<file path="src/rtl/vga_timing_pkg.sv">
// 640x480@60 raster constants, bus widths and shared colours for the scan-out
// block and the draw FSMs that fill the frame buffer.
package vga_timing_pkg;

  localparam int VGA_H_TOTAL     = 800;
  localparam int VGA_V_TOTAL     = 521;
  localparam int VGA_H_SYNC      = 96;
  localparam int VGA_V_SYNC      = 2;
  localparam int VGA_H_VIS_START = 144;
  localparam int VGA_H_VIS_END   = 783;
  localparam int VGA_V_VIS_START = 35;
  localparam int VGA_V_VIS_END   = 514;
  localparam int VGA_CLK_DIV     = 4;
  localparam int VGA_RD_LATENCY  = 1;

  localparam int PIX_W  = 12;
  localparam int ADDR_W = 19;
  localparam int POS_W  = 16;

  typedef logic [PIX_W-1:0] pixel_t;

  localparam pixel_t COLOR_BLACK = 12'h000;
  localparam pixel_t COLOR_RED   = 12'hF00;
  localparam pixel_t COLOR_GREEN = 12'h0F0;
  localparam pixel_t COLOR_BLUE  = 12'h00F;
  localparam pixel_t COLOR_WHITE = 12'hFFF;

  // Per-pixel attributes carried one tick ahead of the colour data.
  typedef struct packed {
    logic hs;
    logic vs;
    logic vis;
  } scan_flags_t;

  function automatic logic in_range(input logic [POS_W-1:0] p, input int lo, input int hi);
    return (int'(p) >= lo) && (int'(p) <= hi);
  endfunction

endpackage

</file>
<file path="src/rtl/vga_pixel_tick.sv">
// Divides the system clock down to the pixel rate: one single-cycle tick
// every CLK_DIV clocks, the first one CLK_DIV clocks after reset release.
module vga_pixel_tick
  import vga_timing_pkg::*;
#(
  parameter int CLK_DIV = VGA_CLK_DIV
) (
  input  logic clk,
  input  logic rst_n,
  output logic tick
);

  localparam int DIV_W = (CLK_DIV > 1) ? $clog2(CLK_DIV) : 1;
  localparam logic [DIV_W-1:0] DIV_LAST = DIV_W'(CLK_DIV - 1);

  logic [DIV_W-1:0] div;

  always_ff @(posedge clk or negedge rst_n) begin
    if (!rst_n) begin
      div <= '0;
    end else if (div == DIV_LAST) begin
      div <= '0;
    end else begin
      div <= div + 1'b1;
    end
  end

  assign tick = (div == DIV_LAST);

endmodule

</file>
<file path="src/rtl/vga_frame_scanout.sv">
// VGA scan-out: raster counters, frame-buffer read addressing and a two-stage
// sync/blank pipeline so sync and RGB leave aligned, one pixel tick behind position.
module vga_frame_scanout
  import vga_timing_pkg::*;
#(
  parameter int H_TOTAL     = VGA_H_TOTAL,
  parameter int V_TOTAL     = VGA_V_TOTAL,
  parameter int H_SYNC      = VGA_H_SYNC,
  parameter int V_SYNC      = VGA_V_SYNC,
  parameter int H_VIS_START = VGA_H_VIS_START,
  parameter int H_VIS_END   = VGA_H_VIS_END,
  parameter int V_VIS_START = VGA_V_VIS_START,
  parameter int V_VIS_END   = VGA_V_VIS_END,
  parameter int CLK_DIV     = VGA_CLK_DIV,
  parameter int RD_LATENCY  = VGA_RD_LATENCY
) (
  input  logic              clk,
  input  logic              rst_n,
  output logic [ADDR_W-1:0] rd_addr,
  input  logic [PIX_W-1:0]  rd_data,
  output logic [POS_W-1:0]  horizontal_actual_position,
  output logic [POS_W-1:0]  vertical_actual_position,
  output logic              hsync,
  output logic              vsync,
  output logic [3:0]        vga_r,
  output logic [3:0]        vga_g,
  output logic [3:0]        vga_b,
  output logic              frame_start
);

  // Read data must settle before the next tick samples it.
  if (RD_LATENCY >= CLK_DIV) begin : g_bad_latency
    $error("vga_frame_scanout: RD_LATENCY (%0d) must be less than CLK_DIV (%0d)",
           RD_LATENCY, CLK_DIV);
  end

  logic tick;

  vga_pixel_tick #(.CLK_DIV(CLK_DIV)) u_tick (
    .clk   (clk),
    .rst_n (rst_n),
    .tick  (tick)
  );

  logic [POS_W-1:0]  h, v;
  logic [POS_W-1:0]  h_next, v_next;
  logic [ADDR_W-1:0] addr_next;
  logic              wrap_next;
  scan_flags_t       flags_next, flags_p1;
  pixel_t            rgb_p2;

  always_comb begin
    h_next = h + 1'b1;
    v_next = v;
    if (h == POS_W'(H_TOTAL - 1)) begin
      h_next = '0;
      v_next = (v == POS_W'(V_TOTAL - 1)) ? '0 : v + 1'b1;
    end
  end

  assign addr_next = ADDR_W'(v_next) * ADDR_W'(H_TOTAL) + ADDR_W'(h_next);
  assign wrap_next = (h_next == '0) && (v_next == '0);

  always_comb begin
    flags_next.hs  = in_range(h_next, 0, H_SYNC - 1);
    flags_next.vs  = in_range(v_next, 0, V_SYNC - 1);
    flags_next.vis = in_range(h_next, H_VIS_START, H_VIS_END) &&
                     in_range(v_next, V_VIS_START, V_VIS_END);
  end

  // Stage 1 resets to the attributes of (0,0), the position reset parks on,
  // so the first hsync/vsync pulses after reset are full width.
  always_ff @(posedge clk or negedge rst_n) begin
    if (!rst_n) begin
      h           <= '0;
      v           <= '0;
      rd_addr     <= '0;
      flags_p1    <= '{hs: 1'b1, vs: 1'b1, vis: 1'b0};
      hsync       <= 1'b1;
      vsync       <= 1'b1;
      rgb_p2      <= COLOR_BLACK;
      frame_start <= 1'b0;
    end else begin
      frame_start <= tick && wrap_next;
      if (tick) begin
        h        <= h_next;
        v        <= v_next;
        rd_addr  <= addr_next;
        flags_p1 <= flags_next;
        // stage 2: rd_data now holds the pixel addressed on the previous tick
        hsync    <= ~flags_p1.hs;
        vsync    <= ~flags_p1.vs;
        rgb_p2   <= flags_p1.vis ? rd_data : COLOR_BLACK;
      end
    end
  end

  assign horizontal_actual_position = h;
  assign vertical_actual_position   = v;
  assign vga_r = rgb_p2[11:8];
  assign vga_g = rgb_p2[7:4];
  assign vga_b = rgb_p2[3:0];

endmodule

</file>
<file path="config.mk">
export PLATFORM = sky130hd
export DESIGN_NAME = vga_frame_scanout
export DESIGN_NICKNAME = d
export VERILOG_FILES = /design/src/rtl/vga_timing_pkg.sv /design/src/rtl/vga_pixel_tick.sv /design/src/rtl/vga_frame_scanout.sv
export SDC_FILE = /design/constraint.sdc
export NUM_CORES = 1
export LEC_CHECK = 0
export BUFFER_PORTS_ARGS = -buffer_cell sky130_fd_sc_hd__buf_4
export CORE_UTILIZATION = 40
export DETAILED_ROUTE_END_ITERATION = 12
export GPL_ROUTABILITY_DRIVEN = 0
export GPL_TIMING_DRIVEN = 0
export PLACE_DENSITY = 0.61
export RECOVER_POWER = 50
export SYNTH_ARGS = -nofsm -noshare
export SYNTH_HDL_FRONTEND = slang
export SYNTH_SLANG_ARGS = --single-unit
</file>
<file path="constraint.sdc">
create_clock -name clk -period 13.9 [get_ports clk]
set_input_delay 2.085 -clock clk [delete_from_list [all_inputs] [get_ports clk]]
set_output_delay 2.085 -clock clk [all_outputs]
set_load 0.02 [all_outputs]
</file>
* Word-level counts from Yosys, hierarchy flattened
Index checks and enable logic that the tools add are counted.
** Operators by class
- Reduce and logical (&&, ||, !) cells :: 7
- Equality and inequality tests :: 3
- Add/sub/neg operators :: 4
- Bitwise logic cells :: 2
- Order comparisons :: 6
- Mux-type cells :: 5
- Multiply operators :: 1
** Operator list (count)
- 16-bit two-way mux :: 3
- 16-bit by 1-bit adder with 16-bit output (second input constant) :: 2
- 16-bit by 10-bit == test with 1-bit output (second input constant) :: 2
- 16-bit by 10-bit <= comparator with 1-bit output (second input constant) :: 2
- 16-bit zero test :: 2
- 19-bit by 16-bit adder with 19-bit output :: 1
- 16-bit by 6-bit >= comparator with 1-bit output (second input constant) :: 1
- 16-bit by 8-bit >= comparator with 1-bit output (second input constant) :: 1
- 16-bit by 1-bit <= comparator with 1-bit output (second input constant) :: 1
- 16-bit by 7-bit <= comparator with 1-bit output (second input constant) :: 1
- 16-bit by 5-bit multiplier with 14-bit output (second input constant) :: 1
- 12-bit two-way mux :: 1
- 1-bit logical AND :: 5
- 2-bit by 1-bit adder with 2-bit output (second input constant) :: 1
- 2-bit == test (second input constant) :: 1
- 2-bit two-way mux :: 1
- 1-bit NOT :: 2
** Storage, ports and cells
- Output and inout port bits :: 66
- Logic and storage cells :: 39
- Bits of input ports :: 14
- Flip-flop bits (word level) :: 71

* Logic depth before layout (Yosys ltp)
Gate-level depths: netlist of the first run.
- Word-level depth :: 6
- Depth in mapped cells :: 25
- Gate-level depth less buffers :: 25

* Hierarchy
From an unflattened synthesis of the first run, not the netlist that was laid out.
** Second synthesis, totals
- Cell total of the unflattened synthesis :: 585
- Area total of the unflattened synthesis :: 5221.3 sq um
** By module, submodules not included
- vga_frame_scanout :: cells each 581, instances 1, seq. area each 1606.5 sq um, area an instance 5154.9 sq um
- vga_pixel_tick :: cells each 4, instances 1, seq. area each 50.0 sq um, area an instance 66.3 sq um

* Least setup slack after synthesis of the first run
Ideal clock, no wire load.
- Kind :: reg2reg
- Start :: reg h[12] (netlist: horizontal_actual_position[12])
- End :: reg rd_addr[17]
- Data arrival time :: 5.409 ns
- Setup slack :: 8.367 ns
- Stages on the path, launching flop included :: 24
- Library setup time :: 0.125 ns
- Clock period less this slack :: 5.533 ns
- Path through :: dfrtp_1 bufbuf_16 or3_2 or4_1 clkbuf_1 o21ai_0 o31a_1 inv_1 ha_1 ha_1 inv_1 fa_1 inv_1 ha_1 nand3_1 o211ai_1 nor2_1 xnor2_1 ha_1 nand3_1 a211o_1 a31oi_1 xnor2_1 mux2_2
** Between the ends
- Cells in the longest elaborated chain, start to end :: 4
** RTL lines
- from (decl) :: RTL line vga_frame_scanout.sv:45 : logic [POS_W-1:0] h, v;
- from (signal assigned) :: RTL line vga_frame_scanout.sv:86 : h <= h_next;
- 16-bit by 10-bit == test with 1-bit output :: RTL line vga_frame_scanout.sv:55 : if (h == POS_W'(H_TOTAL - 1)) begin
- 16-bit two-way mux :: RTL line vga_frame_scanout.sv:55
- named net v_next[5] :: RTL line vga_frame_scanout.sv:46 : logic [POS_W-1:0] h_next, v_next;
- 16-bit by 5-bit multiplier with 14-bit output :: RTL line vga_frame_scanout.sv:61 : assign addr_next = ADDR_W'(v_next) * ADDR_W'(H_TOTAL) + ADDR_W'(h_next);
- 19-bit by 16-bit adder with 19-bit output :: RTL line vga_frame_scanout.sv:61
- to (signal assigned) :: RTL line vga_frame_scanout.sv:88 : rd_addr <= addr_next;
- to (decl) :: RTL line vga_frame_scanout.sv:19 : output logic [ADDR_W-1:0] rd_addr,
The timed path passes the listed nets, and every way through them passes these cells.
A chain may end at the register's enable or synchronous reset.

* Final worst setup path of the first run
- Start :: reg h[12] (netlist: horizontal_actual_position[12])
- End :: reg rd_addr[18]
Same word-level chain as after synthesis.

==> reports/results.txt, run 1 <==
Antenna violations before repair = 0
Post-synth EDFFs = 0
Failing checks = max-capacitance violations, max-slew violations
Slew @ Worst Pin = 3.49 ns
Post-detailed-route via-to-cell ratio = 5.29
Class of the most critical setup path = flop to flop
CTS tree = yes
Net count after synthesis = 674
Setup repair after global routing missed its margin = false
Cells resized by post-CTS repair = 0
Number of buffers created by CTS = 9
Proportion of power drawn by flip-flops and latches = 44.4%
Biggest fanout along the worst timing path = 10
Number of register bits inferred by synthesis = 66
Number of I/O port buffers = 79
Wire length per cell = 15.5 um
Worst IR Drop VDD = 0.0000352 V
Final critical-path required period = 6.39 ns
Detailed-route DRC error count = 0
Internal power = 0.335 mW
Outcome = finished with violations
Total track usage = 20.7%
Synth cell types = 65
Total number of yosys warnings = 0
Leakage Power = 3.21 nW
Hold buffers post-CTS = 0
Row Count = 41
Cell taking the most area after synthesis = sky130_fd_sc_hd__dfrtp_1
Flip-flop and latch area = 1660 um2
Headroom to the max-slew limit = -133%
Io pins = 80
Number of sinks handled by clock tree synthesis = 66
Register-to-Register Setup Slack = 7.51 ns
Cells traversed along the worst timing path = bufbuf_16, or3_2, nor4_1, clkbuf_1, o21ai_0, nand2_1, o21a_1, inv_1, ha_1, ha_1, fa_1, ha_1, nor2b_1, o21ai_0, nor2b_1, xnor2_1, ha_1, o21ai_0, o21ai_0, o41ai_1, nor3_1, xnor2_1, a21oi_1
Net switching power = 0.0980 mW
Remaining number of nets flagged by the antenna check after routing = 0
Post-layout utilization of the core = 50.1%
Sort of element at the start of the critical path = flop
Combined area of all synthesized cells = 5340 um2
Final Max Slew Viols = 67
Root buffer cell = sky130_fd_sc_hd__clkbuf_16
Delay-heaviest family, CP = adder cells
Maximum single-stage delay on the critical path = 0.62 ns
Fraction of the cycle the final worst path needs = 46.0%
Worst path bufs/invs = 3
Buffers inserted during post-CTS setup optimization = 0
Worst-path cell with the longest stage delay = sky130_fd_sc_hd__nor4_1
Final Skew = 0.00474 ns
Final hold vios = 0
Relative contribution of combinational cells to total power = 1.4%
Number of global-route vias before repair = 4491
Switching fraction of total power = 22.7%
Main flop type after synthesis = sky130_fd_sc_hd__dfrtp_1
Area added between synthesis and finish = 20.2%
Longest Clk Path Bufs = 2
1st-pass router iterations = 8
Die Footprint = 13800 um2
Number of standard cells after synthesis = 592
Initial drt markers = 271
Initial Utilization = 41.6%
Seq/Total Area, Yosys = 31.0%
Proportion of layout cells with a drive suffix above 1 = 20.2%
Die outline width = 118 um
Core area = 12800 um2
Count of inserted antenna diode cells = 0
Setup TNS Final = 0 ns
# Max-Cap Violations = 1
Type of the worst min-delay path = flop to flop
Worst Setup End Kind = flop
Die height = 118 um
Largest net degree at the start of global routing = 67
Finish-stage setup viols = 0
Layout fillers = 1248
Clock-pin slew on the worst setup and hold paths = 0.06 ns
Top cell type's share of synthesized area = 29.0%
Top cells by area, synth = sky130_fd_sc_hd__dfrtp_1 29%, sky130_fd_sc_hd__ha_1 14%, sky130_fd_sc_hd__xnor2_1 6.2%, sky130_fd_sc_hd__inv_1 4.2%, sky130_fd_sc_hd__nand2_1 3.4%
Total global routing overflow = 0
Combined area of the multi-input logic cells = 3230 um2
Total wire length after detailed routing = 13300 um
Peak Freq = 0.156 GHz
Share of flip-flops with an asynchronous set or reset after synthesis = 100%
Vias after detailed routing = 4544
Total number of nets in the final design = 764
Detailed placer's ending HPWL = 10300 um
Share of power burned in the clock network = 54.1%
Req. time, crit path = 14.09 ns
Clk_lat worst skew = 0.35 ns
Total power density per cell area = 67.4 nW/um2
Mean instance size in the synthesized netlist = 9.02 um2
Crit path DAT = 6.59 ns
First-pass GRT wire length = 22700 um
Maximum level of the CTS H-tree = 3
routing by layer:
metal | GRT usage (%) | routed length (um) | vias to the layer above
met4 | 11.0 | 466 | 0
met2 | 30.7 | 5750 | 141
li1 | - | - | 2238
met1 | 28.4 | 6290 | 2137
met5 | 0 | 0 | -
met3 | 3.88 | 787 | 28
registers in the layout (all words and copies together), names as in the netlist:
| signal | count |
|---|---|
| flags_p1 | 3 |
| frame_start | 1 |
| horizontal_actual_position | 11 |
| hsync | 1 |
| rd_addr | 19 |
| rgb_p2 | 12 |
| u_tick.div | 2 |
| vertical_actual_position | 16 |
| vsync | 1 |
final timing paths:
path                                                            start                                       to  cells past startpoint
setup / recovery           horizontal_actual_position[12]$_DFFE_PN0P_                  rd_addr[18]$_DFFE_PN0P_                     23
hold / removal                                u_tick.div[0]$_DFF_PN0_                  u_tick.div[0]$_DFF_PN0_                      1
setup reg to reg           horizontal_actual_position[12]$_DFFE_PN0P_                  rd_addr[18]$_DFFE_PN0P_                     23
hold reg to reg                               u_tick.div[0]$_DFF_PN0_                  u_tick.div[0]$_DFF_PN0_                      1
max in group asynchronous                                       rst_n                  rd_addr[11]$_DFFE_PN0P_                      1
min in group asynchronous                                       rst_n  vertical_actual_position[5]$_DFFE_PN0P_                      1
power by group through the flow:
stage               Combinational [mW]  Clock (mW)  Sequential [mW]
finish                         0.00621       0.234            0.192
global route                   0.00738       0.248            0.192
CTS                            0.00680       0.241            0.192
detailed placement             0.00679           0            0.196
global placement               0.00675           0            0.196
floorplan                    0.0000401           0            0.196
kinds of logic (layout without fill, tap and decap cells):
kind of cell	after synthesis	after routing	share of synthesized area, %
and+or+nand+nor	193	193	19.2
AOI/OAI and AO/OA	103	103	12.0
buffers and inverters	91	186	8.22
adders and majority gates	68	68	17.2
DFF	66	66	31.0
xor gates and xnor gates	55	55	9.02
muxes	16	16	3.33
final cells by class:
type	instances	area share, %
multi-input cells	435	50.3
flip-flops and latches	66	25.8
repair buffers	79	9.18
inverters	61	3.57
clock buffers	9	3.51
well taps	172	3.35
plain buffers	30	3.08
clock inverters	7	1.23
cells in the final DEF (no fill, tap or decap), types with 4 or more instances in the layout:
cell type and instances:
sky130_fd_sc_hd__ha_1 59, sky130_fd_sc_hd__clkbuf_16 9, sky130_fd_sc_hd__xnor2_1 38, sky130_fd_sc_hd__o21a_1 7, sky130_fd_sc_hd__fa_1 9, sky130_fd_sc_hd__or3_1 4
sky130_fd_sc_hd__and3_1 10, sky130_fd_sc_hd__and4_1 4, sky130_fd_sc_hd__nand2_1 49, sky130_fd_sc_hd__mux2_2 14, sky130_fd_sc_hd__inv_1 60, sky130_fd_sc_hd__nand3_1 22
sky130_fd_sc_hd__a21oi_1 26, sky130_fd_sc_hd__xor2_1 17, sky130_fd_sc_hd__clkbuf_1 16, sky130_fd_sc_hd__o21ai_0 33, sky130_fd_sc_hd__dfstp_2 4, sky130_fd_sc_hd__dfrtp_1 62
sky130_fd_sc_hd__o22ai_1 4, sky130_fd_sc_hd__or4_1 11, sky130_fd_sc_hd__nor2_1 43, sky130_fd_sc_hd__nor4_1 6, sky130_fd_sc_hd__nor2b_1 7, sky130_fd_sc_hd__buf_4 81
sky130_fd_sc_hd__nor3_1 10, sky130_fd_sc_hd__a31oi_1 4, sky130_fd_sc_hd__buf_2 4, sky130_fd_sc_hd__nand4_1 10, sky130_fd_sc_hd__a211oi_1 5
cells in the mapped netlist (all sizes together) (2+ instances only):
| master | instances |
|---|---|
| a211o | 3 |
| a211oi | 5 |
| a21boi | 4 |
| a21o | 2 |
| a21oi | 26 |
| a31oi | 4 |
| and2 | 2 |
| and3 | 12 |
| and4 | 5 |
| buf | 16 |
| clkbuf | 13 |
| dfrtp | 62 |
| dfstp | 4 |
| fa | 9 |
| ha | 59 |
| inv | 61 |
| mux2 | 14 |
| mux2i | 2 |
| nand2 | 50 |
| nand3 | 22 |
| nand4 | 10 |
| nor2 | 43 |
| nor2b | 7 |
| nor3 | 11 |
| nor4 | 8 |
| o211ai | 2 |
| o21a | 7 |
| o21ai | 35 |
| o22ai | 4 |
| o41ai | 3 |
| or3 | 5 |
| or4 | 11 |
| or4bb | 2 |
| xnor2 | 38 |
| xor2 | 17 |
metrics by stage:
| step | hold WS [ns] | instance area, um2 | setup slack, ns | total power, mW | instances |
|---|---|---|---|---|---|
| after floorplan | 0.403 | 5340 | 8.37 | 0.196 | 592 |
| after global placement | 0.416 | 6150 | 7.88 | 0.202 | 843 |
| after detailed placement | 0.439 | 6150 | 7.82 | 0.202 | 843 |
| after CTS | 0.448 | 6450 | 7.76 | 0.440 | 859 |
| after global routing | 0.483 | 6420 | 6.98 | 0.447 | 859 |
| final | 0.438 | 6420 | 7.51 | 0.433 | 859 |
Note: power is estimated with default switching activity, not from simulation.
==> run 2: changes to the inputs <==
Settings changed: PLACE_DENSITY 0.61 to 0.64.
Clock period 13.9 ns to 5.5 ns, I/O delays scaled along.
==> reports/results.txt, run 2 (synthesized netlist as in run 1, its figures left out) <==
Failing checks = max-capacitance violations, max-slew violations
Slew @ Worst Pin = 3.59 ns
Worst Hold Launch = u_tick.div[0]$_DFF_PN0_
Final Skew = 0.00812 ns
Largest Register = rd_addr
Outcome = finished with violations
Total track usage = 21.5%
Fraction of the cycle the final worst path needs = 98.3%
Worst reg2reg path endpoint = rd_addr[17]$_DFFE_PN0P_
Number of buffers created by CTS = 9
Clock-pin slew on the worst setup and hold paths = 0.06 ns
Internal power = 0.948 mW
Register-to-Register Setup Slack = 0.09 ns
Headroom to the max-slew limit = -139%
Vias after detailed routing = 4819
Cell count of the worst reg-to-reg path = 22
Total global routing overflow = 0
Share of power burned in the clock network = 57.8%
Final Max Slew Viols = 67
Wire length per cell = 16.6 um
Non-Filler Cell Area, Final = 7110 um2
Net switching power = 0.242 mW
Clk_lat worst skew = 0.35 ns
Finish-stage setup viols = 0
Antenna violations before repair = 0
Worst IR Drop VDD = 0.000114 V
Global-route layer with the greatest usage = met2
Largest net degree at the start of global routing = 67
Detailed placer's ending HPWL = 10200 um
Total power density per cell area = 167 nW/um2
Final critical-path required period = 5.41 ns
Final hold vios = 0
Total number of nets in the final design = 808
Peak Freq = 0.185 GHz
Layout fillers = 1141
# Max-Cap Violations = 1
Count of inserted antenna diode cells = 0
Relative contribution of combinational cells to total power = 1.3%
Initial Utilization = 41.6%
Root buffer cell = sky130_fd_sc_hd__clkbuf_16
Initial drt markers = 263
Dpl ws = -0.606 ns
Number of I/O port buffers = 79
Setup repair after global routing missed its margin = true
Req. time, crit path = 5.73 ns
Proportion of power drawn by flip-flops and latches = 40.8%
Number of sinks handled by clock tree synthesis = 66
Post-place instance area = 6150 um2
Die Footprint = 13800 um2
Maximum level of the CTS H-tree = 3
Leakage Power = 3.35 nW
Met3 GRT Util = 4.84%
Hold buffers post-CTS = 0
Remaining number of nets flagged by the antenna check after routing = 0
Proportion of layout cells with a drive suffix above 1 = 31.9%
Leading cell types in the layout, fill and taps excluded = 111 x sky130_fd_sc_hd__buf_4, 51 x sky130_fd_sc_hd__inv_1, 49 x sky130_fd_sc_hd__ha_1, 48 x sky130_fd_sc_hd__nand2_1, 43 x sky130_fd_sc_hd__dfrtp_1
RR Startpoint = vertical_actual_position[11]$_DFFE_PN0P_
GR Util met2 = 34.6%
Max FFs per register = 19
Type of the worst min-delay path = flop to flop
Total wire length after detailed routing = 15000 um
Crit path DAT = 5.64 ns
Class of the most critical setup path = flop to flop
Detailed-route DRC error count = 0
Number of global-route vias before repair = 4755
Post-detailed-route via-to-cell ratio = 5.34
Die height = 118 um
Switching fraction of total power = 20.3%
Row Count = 41
Io pins = 80
Most frequent standard cell in the layout excluding fill and tap cells = sky130_fd_sc_hd__buf_4
Biggest fanout along the worst timing path = 7
Global-route met1 utilization = 27.7%
Worst Setup End Kind = flop
1st-pass router iterations = 7
Sort of element at the start of the critical path = flop
Die outline width = 118 um
Post-layout utilization of the core = 55.4%
Total Power = 1.19 mW
Core area = 12800 um2
Area added between synthesis and finish = 33.1%
Post-Route Hold Slack = 0.431 ns
First-pass GRT wire length = 23700 um
CTS tree = yes
Depth of the worst hold-timing path = 1
Longest Clk Path Bufs = 2
PnR worst setup slack = 0.0933 ns
End of the worst hold path = u_tick.div[0]$_DFF_PN0_
## run 2: how the worst max path moves through the flow
stage / end / slack [ns] / start / depth (start not counted)
2_1_floorplan: rd_addr[17]$_DFFE_PN0P_ / 0.003 / horizontal_actual_position[12]$_DFFE_PN0P_ / 23
3_3_place_gp: rd_addr[18]$_DFFE_PN0P_ / -0.50 / vertical_actual_position[0]$_DFFE_PN0P_ / 23
3_5_place_dp: rd_addr[18]$_DFFE_PN0P_ / -0.61 / vertical_actual_position[0]$_DFFE_PN0P_ / 23
4_1_cts: rd_addr[17]$_DFFE_PN0P_ / 0.001 / horizontal_actual_position[12]$_DFFE_PN0P_ / 22
5_1_grt: rd_addr[18]$_DFFE_PN0P_ / -0.19 / horizontal_actual_position[15]$_DFFE_PN0P_ / 21
6_report: rd_addr[17]$_DFFE_PN0P_ / 0.09 / vertical_actual_position[11]$_DFFE_PN0P_ / 22
## run 2: repair_timing
item                                    4_1_cts  5_1_grt
cloned                                        0        0
pin swaps                                    14       27
endpoints found under the setup margin        6        5
gates resized for setup                      45       43
setup buffers                                24       28
## run 2: worst max-delay path, cell delays in order, from the launching register on
cell	delay [ns]
sky130_fd_sc_hd__dfrtp_2	0.46
sky130_fd_sc_hd__or4_4	0.57
sky130_fd_sc_hd__or4_4	0.60
sky130_fd_sc_hd__nand2_4	0.11
sky130_fd_sc_hd__nor3b_1	0.07
sky130_fd_sc_hd__a21oi_2	0.19
sky130_fd_sc_hd__inv_2	0.10
sky130_fd_sc_hd__ha_1	0.29
sky130_fd_sc_hd__ha_1	0.29
sky130_fd_sc_hd__ha_1	0.30
sky130_fd_sc_hd__inv_1	0.06
sky130_fd_sc_hd__fa_2	0.40
sky130_fd_sc_hd__nor2b_2	0.13
sky130_fd_sc_hd__o21ai_2	0.07
sky130_fd_sc_hd__a21oi_2	0.16
sky130_fd_sc_hd__nor2_1	0.07
sky130_fd_sc_hd__xnor2_1	0.13
sky130_fd_sc_hd__ha_1	0.37
sky130_fd_sc_hd__nand3_2	0.09
sky130_fd_sc_hd__a211o_1	0.27
sky130_fd_sc_hd__a31oi_2	0.19
sky130_fd_sc_hd__xnor2_1	0.10
sky130_fd_sc_hd__mux2_4	0.26
## run 2: power by group through the flow
stage,Combinational [mW],Sequential [mW],Clock [mW]
5_1_grt,0.0185,0.486,0.716
2_1_floorplan,0.0000985,0.495,0
3_5_place_dp,0.0171,0.494,0
3_3_place_gp,0.0170,0.494,0
4_1_cts,0.0171,0.486,0.700
6_report,0.0159,0.486,0.688
## run 2: through the flow
| step | cells | setup TNS, ns |
|---|---|---|
| finish | 903 | 0 |
| global route | 903 | -0.486 |
| CTS | 879 | 0 |
| detailed placement | 843 | -1.98 |
| global placement | 843 | -1.65 |
| floorplan | 592 | 0 |
## run 2: layout make-up
type,count,area [um2],share of cell area [%]
buffer,22,179,2.52
clock buffer,10,239,3.36
sequential,66,1680,23.6
timing repair buffer,131,890,12.5
inverter,61,229,3.22
clock inverter,6,113,1.58
tap,172,215,3.03
multi-input combinational,435,3560,50.1
## run 2: routing by layer
metal  wire, um  vias up
li1           -     2310
met1       6540     2295
met2       7110      181
met3        983       33
met4        369        0
met5          0        -
